`src/rtl/exec_datapath_if.sv`:
```
// Issue bus from the decoder plus the valid/ack data-memory port of the execute datapath.
// master = decoder/memory side, slave = exec_datapath.
interface exec_datapath_if #(
  parameter int DATA_WIDTH     = 32,
  parameter int REG_ADDR_WIDTH = 5
);
  logic                      issue_valid;
  logic                      issue_ready;
  logic [REG_ADDR_WIDTH-1:0] rs1;
  logic [REG_ADDR_WIDTH-1:0] rs2;
  logic [REG_ADDR_WIDTH-1:0] rd;
  logic                      reg_wen;
  logic                      alu_src;
  logic [DATA_WIDTH-1:0]     imm;
  logic [3:0]                alu_ctrl;
  logic                      mem_read;
  logic                      mem_write;
  logic [1:0]                data_type;
  logic                      load_unsigned;
  logic                      jump_sel;
  logic [DATA_WIDTH-1:0]     new_pc;

  logic                      mem_req;
  logic                      mem_we;
  logic [DATA_WIDTH-1:0]     mem_addr;
  logic [DATA_WIDTH/8-1:0]   mem_be;
  logic [DATA_WIDTH-1:0]     mem_wdata;
  logic                      mem_ack;
  logic [DATA_WIDTH-1:0]     mem_rdata;

  modport master (
    output issue_valid, rs1, rs2, rd, reg_wen, alu_src, imm, alu_ctrl,
           mem_read, mem_write, data_type, load_unsigned, jump_sel, new_pc,
           mem_ack, mem_rdata,
    input  issue_ready, mem_req, mem_we, mem_addr, mem_be, mem_wdata
  );

  modport slave (
    input  issue_valid, rs1, rs2, rd, reg_wen, alu_src, imm, alu_ctrl,
           mem_read, mem_write, data_type, load_unsigned, jump_sel, new_pc,
           mem_ack, mem_rdata,
    output issue_ready, mem_req, mem_we, mem_addr, mem_be, mem_wdata
  );
endinterface

```
`src/rtl/exec_datapath.sv`:
```
// Register file + single registered EX stage (ALU, load/store, write-back bypass).
// ALU ops complete in 1 cycle; memory ops hold EX (issue_ready low) until mem_ack.
module exec_datapath #(
  parameter int DATA_WIDTH     = 32,
  parameter int REG_ADDR_WIDTH = 5,
  parameter int A0_INDEX       = 10
) (
  input  logic                  clk,
  input  logic                  rst,
  exec_datapath_if.slave        bus,
  output logic                  eq,
  output logic [DATA_WIDTH-1:0] jalr_target,
  output logic                  misaligned,
  output logic [DATA_WIDTH-1:0] a0
);
  localparam int NREGS = 2 ** REG_ADDR_WIDTH;
  localparam int BYTES = DATA_WIDTH / 8;
  localparam int OFFW  = $clog2(BYTES);
  localparam int SHW   = $clog2(DATA_WIDTH);

  localparam logic [1:0] DT_BYTE = 2'b01;
  localparam logic [1:0] DT_HALF = 2'b10;

  logic [DATA_WIDTH-1:0] regs [NREGS];

  logic                      ex_valid;
  logic [DATA_WIDTH-1:0]     ex_op1;
  logic [DATA_WIDTH-1:0]     ex_op2;
  logic [DATA_WIDTH-1:0]     ex_rs2d;
  logic [DATA_WIDTH-1:0]     ex_imm;
  logic [REG_ADDR_WIDTH-1:0] ex_rd;
  logic                      ex_reg_wen;
  logic [3:0]                ex_alu_ctrl;
  logic                      ex_mem_read;
  logic                      ex_mem_write;
  logic [1:0]                ex_data_type;
  logic                      ex_load_unsigned;
  logic                      ex_jump_sel;
  logic [DATA_WIDTH-1:0]     ex_new_pc;

  logic                  is_mem, is_byte, is_half, addr_bad, ex_done, accept, wb_en;
  logic [DATA_WIDTH-1:0] addr, alu_res, wb_data, rd1, rd2, op2;
  logic [OFFW-1:0]       off;
  logic [SHW-1:0]        shamt, ld_pad;
  logic [BYTES-1:0]      size_mask;
  logic [DATA_WIDTH-1:0] ld_shift, ld_left, ld_zext, ld_sext, load_data;

  assign is_mem   = ex_mem_read | ex_mem_write;
  assign is_byte  = (ex_data_type == DT_BYTE);
  assign is_half  = (ex_data_type == DT_HALF);
  assign addr     = ex_op1 + ex_imm;
  assign off      = addr[OFFW-1:0];
  assign addr_bad = (is_half && addr[0]) || (!is_byte && !is_half && (addr[1:0] != 2'b00));

  // A misaligned access never reaches memory; it retires in its first EX cycle.
  assign misaligned      = ex_valid && is_mem && addr_bad;
  assign bus.mem_req     = ex_valid && is_mem && !addr_bad;
  assign bus.mem_we      = bus.mem_req && ex_mem_write;
  assign bus.mem_addr    = addr;
  assign size_mask       = is_byte ? BYTES'(1) : (is_half ? BYTES'(3) : BYTES'(15));
  assign bus.mem_be      = bus.mem_req ? (size_mask << off) : '0;
  assign bus.mem_wdata   = is_byte ? {BYTES{ex_rs2d[7:0]}} :
                           (is_half ? {(BYTES/2){ex_rs2d[15:0]}} : {(BYTES/4){ex_rs2d[31:0]}});

  assign ex_done         = ex_valid && (!is_mem || bus.mem_ack || misaligned);
  assign bus.issue_ready = !ex_valid || ex_done;
  assign accept          = bus.issue_valid && bus.issue_ready;

  // Move the addressed lanes to the top, then shift back down to extend.
  always_comb begin
    ld_shift  = bus.mem_rdata >> {off, 3'b000};
    ld_pad    = is_byte ? SHW'(DATA_WIDTH - 8) :
                (is_half ? SHW'(DATA_WIDTH - 16) : SHW'(DATA_WIDTH - 32));
    ld_left   = ld_shift << ld_pad;
    ld_zext   = ld_left >> ld_pad;
    ld_sext   = $signed(ld_left) >>> ld_pad;
    load_data = ex_load_unsigned ? ld_zext : ld_sext;
  end

  assign shamt = ex_op2[SHW-1:0];

  always_comb begin
    alu_res = '0;
    case (ex_alu_ctrl)
      4'b0000: alu_res = ex_op1 + ex_op2;
      4'b0001: alu_res = ex_op1 - ex_op2;
      4'b0010: alu_res = ex_op1 & ex_op2;
      4'b0011: alu_res = ex_op1 | ex_op2;
      4'b0100: alu_res = ex_op1 ^ ex_op2;
      4'b0101: alu_res = ex_op1 << shamt;
      4'b0110: alu_res = ex_op1 >> shamt;
      4'b0111: alu_res = $signed(ex_op1) >>> shamt;
      4'b1000: alu_res = {{(DATA_WIDTH-1){1'b0}}, ($signed(ex_op1) < $signed(ex_op2))};
      4'b1001: alu_res = {{(DATA_WIDTH-1){1'b0}}, (ex_op1 < ex_op2)};
      4'b1010: alu_res = ex_op2;
      default: alu_res = '0;
    endcase
  end

  assign wb_en   = ex_done && ex_reg_wen && !misaligned && !ex_mem_write && (ex_rd != '0);
  assign wb_data = ex_mem_read ? load_data : (ex_jump_sel ? ex_new_pc : alu_res);

  always_comb begin
    rd1 = regs[bus.rs1];
    rd2 = regs[bus.rs2];
    if (wb_en && (ex_rd == bus.rs1)) rd1 = wb_data;
    if (wb_en && (ex_rd == bus.rs2)) rd2 = wb_data;
    if (bus.rs1 == '0) rd1 = '0;
    if (bus.rs2 == '0) rd2 = '0;
  end

  assign op2 = bus.alu_src ? bus.imm : rd2;
  assign a0  = regs[A0_INDEX];

  always_ff @(posedge clk or posedge rst) begin
    if (rst) begin
      for (int i = 0; i < NREGS; i++) regs[i] <= '0;
    end else if (wb_en) begin
      regs[ex_rd] <= wb_data;
    end
  end

  always_ff @(posedge clk or posedge rst) begin
    if (rst) begin
      ex_valid         <= 1'b0;
      ex_op1           <= '0;
      ex_op2           <= '0;
      ex_rs2d          <= '0;
      ex_imm           <= '0;
      ex_rd            <= '0;
      ex_reg_wen       <= 1'b0;
      ex_alu_ctrl      <= '0;
      ex_mem_read      <= 1'b0;
      ex_mem_write     <= 1'b0;
      ex_data_type     <= '0;
      ex_load_unsigned <= 1'b0;
      ex_jump_sel      <= 1'b0;
      ex_new_pc        <= '0;
      eq               <= 1'b0;
      jalr_target      <= '0;
    end else if (accept) begin
      ex_valid         <= 1'b1;
      ex_op1           <= rd1;
      ex_op2           <= op2;
      ex_rs2d          <= rd2;
      ex_imm           <= bus.imm;
      ex_rd            <= bus.rd;
      ex_reg_wen       <= bus.reg_wen;
      ex_alu_ctrl      <= bus.alu_ctrl;
      ex_mem_read      <= bus.mem_read;
      ex_mem_write     <= bus.mem_write;
      ex_data_type     <= bus.data_type;
      ex_load_unsigned <= bus.load_unsigned;
      ex_jump_sel      <= bus.jump_sel;
      ex_new_pc        <= bus.new_pc;
      eq               <= (rd1 == op2);
      jalr_target      <= (rd1 + bus.imm) & {{(DATA_WIDTH-1){1'b1}}, 1'b0};
    end else if (ex_done) begin
      ex_valid         <= 1'b0;
    end
  end
endmodule

```
`src/flat_wrapper.sv`:
```
// flat-port wrapper written by rule: the top's interface ports become plain ports
module exec_datapath_flat 
#(
  parameter int DATA_WIDTH     = 32,
  parameter int REG_ADDR_WIDTH = 5,
  parameter int A0_INDEX       = 10
)
  (clk, rst, eq, jalr_target, misaligned, a0, bus_issue_valid, bus_rs1, bus_rs2, bus_rd, bus_reg_wen, bus_alu_src, bus_imm, bus_alu_ctrl, bus_mem_read, bus_mem_write, bus_data_type, bus_load_unsigned, bus_jump_sel, bus_new_pc, bus_mem_ack, bus_mem_rdata, bus_issue_ready, bus_mem_req, bus_mem_we, bus_mem_addr, bus_mem_be, bus_mem_wdata);
  exec_datapath_if #(.DATA_WIDTH(DATA_WIDTH), .REG_ADDR_WIDTH(REG_ADDR_WIDTH)) bus_i ();
  input  logic clk;
  input  logic rst;
  output logic eq;
  output logic [DATA_WIDTH-1:0] jalr_target;
  output logic misaligned;
  output logic [DATA_WIDTH-1:0] a0;
  input wire logic [$bits(bus_i.issue_valid)-1:0] bus_issue_valid;
  input wire logic [$bits(bus_i.rs1)-1:0] bus_rs1;
  input wire logic [$bits(bus_i.rs2)-1:0] bus_rs2;
  input wire logic [$bits(bus_i.rd)-1:0] bus_rd;
  input wire logic [$bits(bus_i.reg_wen)-1:0] bus_reg_wen;
  input wire logic [$bits(bus_i.alu_src)-1:0] bus_alu_src;
  input wire logic [$bits(bus_i.imm)-1:0] bus_imm;
  input wire logic [$bits(bus_i.alu_ctrl)-1:0] bus_alu_ctrl;
  input wire logic [$bits(bus_i.mem_read)-1:0] bus_mem_read;
  input wire logic [$bits(bus_i.mem_write)-1:0] bus_mem_write;
  input wire logic [$bits(bus_i.data_type)-1:0] bus_data_type;
  input wire logic [$bits(bus_i.load_unsigned)-1:0] bus_load_unsigned;
  input wire logic [$bits(bus_i.jump_sel)-1:0] bus_jump_sel;
  input wire logic [$bits(bus_i.new_pc)-1:0] bus_new_pc;
  input wire logic [$bits(bus_i.mem_ack)-1:0] bus_mem_ack;
  input wire logic [$bits(bus_i.mem_rdata)-1:0] bus_mem_rdata;
  output wire logic [$bits(bus_i.issue_ready)-1:0] bus_issue_ready;
  output wire logic [$bits(bus_i.mem_req)-1:0] bus_mem_req;
  output wire logic [$bits(bus_i.mem_we)-1:0] bus_mem_we;
  output wire logic [$bits(bus_i.mem_addr)-1:0] bus_mem_addr;
  output wire logic [$bits(bus_i.mem_be)-1:0] bus_mem_be;
  output wire logic [$bits(bus_i.mem_wdata)-1:0] bus_mem_wdata;
  assign bus_i.issue_valid = bus_issue_valid;
  assign bus_i.rs1 = bus_rs1;
  assign bus_i.rs2 = bus_rs2;
  assign bus_i.rd = bus_rd;
  assign bus_i.reg_wen = bus_reg_wen;
  assign bus_i.alu_src = bus_alu_src;
  assign bus_i.imm = bus_imm;
  assign bus_i.alu_ctrl = bus_alu_ctrl;
  assign bus_i.mem_read = bus_mem_read;
  assign bus_i.mem_write = bus_mem_write;
  assign bus_i.data_type = bus_data_type;
  assign bus_i.load_unsigned = bus_load_unsigned;
  assign bus_i.jump_sel = bus_jump_sel;
  assign bus_i.new_pc = bus_new_pc;
  assign bus_i.mem_ack = bus_mem_ack;
  assign bus_i.mem_rdata = bus_mem_rdata;
  assign bus_issue_ready = bus_i.issue_ready;
  assign bus_mem_req = bus_i.mem_req;
  assign bus_mem_we = bus_i.mem_we;
  assign bus_mem_addr = bus_i.mem_addr;
  assign bus_mem_be = bus_i.mem_be;
  assign bus_mem_wdata = bus_i.mem_wdata;
  exec_datapath #(.DATA_WIDTH(DATA_WIDTH), .REG_ADDR_WIDTH(REG_ADDR_WIDTH), .A0_INDEX(A0_INDEX)) u_core (.clk(clk), .rst(rst), .bus(bus_i), .eq(eq), .jalr_target(jalr_target), .misaligned(misaligned), .a0(a0));
endmodule
```
`config.mk`:
```
export PLATFORM = sky130hd
export DESIGN_NAME = exec_datapath_flat
export DESIGN_NICKNAME = d
export VERILOG_FILES = /design/src/rtl/exec_datapath_if.sv /design/src/rtl/exec_datapath.sv /design/src/flat_wrapper.sv
export SDC_FILE = /design/constraint.sdc
export NUM_CORES = 2
export LEC_CHECK = 0
export CORE_MARGIN = 2
export CORE_UTILIZATION = 46
export DETAILED_ROUTE_END_ITERATION = 10
export PLACE_DENSITY = 0.65
export SLEW_MARGIN = 20
export SYNTH_ARGS = -nofsm -noshare
export SYNTH_HDL_FRONTEND = slang
export SYNTH_SLANG_ARGS = --single-unit
```
`constraint.sdc`:
```
create_clock -name clk -period 114.9 [get_ports clk]
set_clock_uncertainty 0.05 [all_clocks]
set_input_delay 17.235 -clock clk [delete_from_list [all_inputs] [get_ports clk]]
set_output_delay 17.235 -clock clk [all_outputs]
set_load 0.01 [all_outputs]
```
==> metrics.csv <==
metric,value,unit
Ys Warns,0,
CP most frequent cell,clkdlybuf4s50_1,
Synth Register Bits,1233,
post-synthesis average cell area,9.88,um^2
layout cells sized above 1,0.190,
area share of and/or/nand/nor cells after synthesis,0.153,
"CP delay by family, top",buffers and inverters,
"CTS clk-pin slew, worst paths",0.06,ns
Synth Area in Compound Gates,0.129,
die width,421,um
Initial DRT Pass Iterations,9,
core area,173000,um^2
clk_lat worst skew,0.84,ns
H-tree depth,4,
Vias/cell,6.66,
Logic pwr share,0.367,
synthesized area,80000,um^2
cell area after layout,89000,um^2
Bufs and invs on worst path,3,
crit path max fanout,3,
Synth area leaders,"dfrtp_1, mux4_2, nand2_1, mux2_2, o21ai_0",
I/O Pins,264,
Port Buffers,262,
most common cell in the netlist,nand2_1,
gpl congestion,1.05,
clk root buf,clkbuf_16,
XOR/XNOR Fraction of Synth Area,0.0113,
post-cts repair resize count,0,
first-pass GRT wire length,488000,um
"Req. time, crit path",97.62,ns
Final min period,35.86,ns
largest net degree at the start of global routing,190,
initial antenna violation count,21,
die height,421,um
most frequent cells after synthesis,"nand2_1, dfrtp_1, o21ai_0",
CP Class,in -> out,
Hold Path Class,reg -> reg,
setup_tns,0,ns
fin crit share,0.312,
post-synthesis cell count,8105,
register area share after synthesis,0.385,
Sw Ratio,0.394,
worst slew pin tran,1.33,ns
flop-to-flop setup slack,106.66,ns
leakage,39.8,nW
number of CTS-inserted buffers,141,
Fill cells,15729,
Synth cell types,108,
Setup Viol. Count Final,0,
post-synthesis mux area share,0.243,
Power Total,1.64,mW
status,completed,
total congestion overflow,0,
"area leader, netlist",dfrtp_1,
P_int,0.992,mW
crit-path max cell delay,0.50,ns
# Post-CTS Setup Buffers,0,
Post-synth EDFFs,0,
GRT Util Overall,0.378,
CP max stage cell,clkdlybuf4s50_1,
Post-DRT Antenna Nets,0,
fin nets,8249,
initial drt markers,9563,
Worst EP arrival,18.57,ns
"Area growth, synth to finish",11.3,%
syn nets,8401,
crit end category,output pin,
Main synth FF type,dfrtp_1,
Routed WL per cell,32.8,um
top cell type's share of synthesized area,0.385,
Worst VDD drop,0.0000171,V
CTS sink count,1233,
clock share of power,0.281,
NetSw,0.644,mW
"Slew Viols, Final",0,
vias in the first global route,67627,
CP startpoint kind,input port,
site row count,153,
MaxCap Viol Count,0,
# DRC,0,
Via Count,69243,
"FFs w/ async S/R, synth",1.00,
Max clock buf depth,3,
Worst Slack Setup Final,79.04,ns
RSZ-0062 raised after global routing,false,
Pwr Density,18.4,nW/um^2
CP cell instances,"clkdlybuf4s50_1, nor2_1, inv_1, clkdlybuf4s50_1",
CTS tree,done,
sequential power share,0.352,
Max-slew headroom,0.106,
hold_buf cts,0,
Starting Density,0.461,
final hold violation count,0,
HPWL Detailed,226000,um
Synth Area in Adders,0.0268,
die area,177000,um^2
largest family of logic cells by synthesized area,multiplexers,
fmax,27.9,MHz
Post-DP Area,84200,um^2
Post-Place Setup Slack,79.04,ns
Detailed Route WL,341000,um
power groups by stage:
stage               combinational (mW)  clock (mW)  sequential [mW]
floorplan                        0.374           0            0.554
global placement                 0.572           0            0.572
detailed placement               0.580           0            0.579
CTS                              0.582       0.462            0.571
global route                     0.630       0.481            0.581
finish                           0.601       0.460            0.575
sequential cells by signal (all words and copies together), names as in the netlist, 2 cells and up:
name and count:
u_core.a0 32, u_core.ex_alu_ctrl 4, u_core.ex_data_type 2, u_core.ex_imm 32, u_core.ex_new_pc 32, u_core.ex_op1 32
u_core.ex_op2 32, u_core.ex_rd 5, u_core.ex_rs2d 32, u_core.jalr_target 31, u_core.regs 992
routing by layer:
layer	vias up	GRT usage	routed length (um)
li1	28848	-	-
met1	34774	0.460	122000
met2	4359	0.575	152000
met3	1248	0.101	35300
met4	14	0.291	32000
met5	-	0	108
cell usage in the layout (no fill, tap or decap), drive strengths merged, types with 57 or more instances in the layout:
cell	count
nor3	81
mux2	355
a21o	60
dfrtp	1233
nor2	318
nand3	90
xnor2	63
ha	165
mux4	586
inv	147
clkdlybuf4s50	251
a211oi	57
o31ai	79
mux2i	229
o21ai	634
nor2b	57
a21oi	262
nand2	2053
clkbuf	202
buf	220
a22oi	94
area by class of cell:
cell class,instances,area [um^2],share of cell area
Multi-Input combinational cell,5965,45700,0.513
Sequential cell,1233,30900,0.347
Timing Repair Buffer,471,4380,0.0492
Clock buffer,202,4120,0.0463
Tap cell,2325,2910,0.0327
Inverter,141,539,0.00606
Clock inverter,47,498,0.00559
Antenna cell,9,22.5,0.000253
path summary, 6_finish.rpt:
path	startpoint	endpoint	depth (start not counted)
max in group asynchronous	rst	u_core.regs[753]$_DFFE_PP0P_	7
min reg2reg	u_core.regs[1000]$_DFFE_PP0P_	u_core.regs[1000]$_DFFE_PP0P_	0
min	u_core.regs[1000]$_DFFE_PP0P_	u_core.regs[1000]$_DFFE_PP0P_	0
max	bus_mem_ack	bus_issue_ready	4
max reg2reg	u_core.ex_op2[0]$_DFFE_PP0P_	u_core.jalr_target[30]$_DFFE_PP0P_	28
min in group asynchronous	rst	u_core.ex_new_pc[25]$_DFFE_PP0P_	2
logic make-up (layout without fill, tap and decap cells):
| family | after synthesis | after routing |
|---|---|---|
| and+or+nand+nor | 2906 | 2906 |
| AOI/OAI and AO/OA | 1616 | 1616 |
| DFF | 1233 | 1233 |
| muxes | 1170 | 1170 |
| buffers and inverters | 907 | 861 |
| adders and majority gates | 169 | 169 |
| xor gates and xnor gates | 103 | 103 |
| other | 1 | 10 |
metrics by stage:
step                      hold WS, ns  instances   util
after floorplan                 0.383       8105      -
after global placement          0.327      10127  0.485
after detailed placement        0.332      10129  0.486
after CTS                       0.347      10378  0.512
after global routing            0.356      10384  0.513
final                           0.347      10393  0.513
No activity file was read; power rests on OpenSTA's default activity.
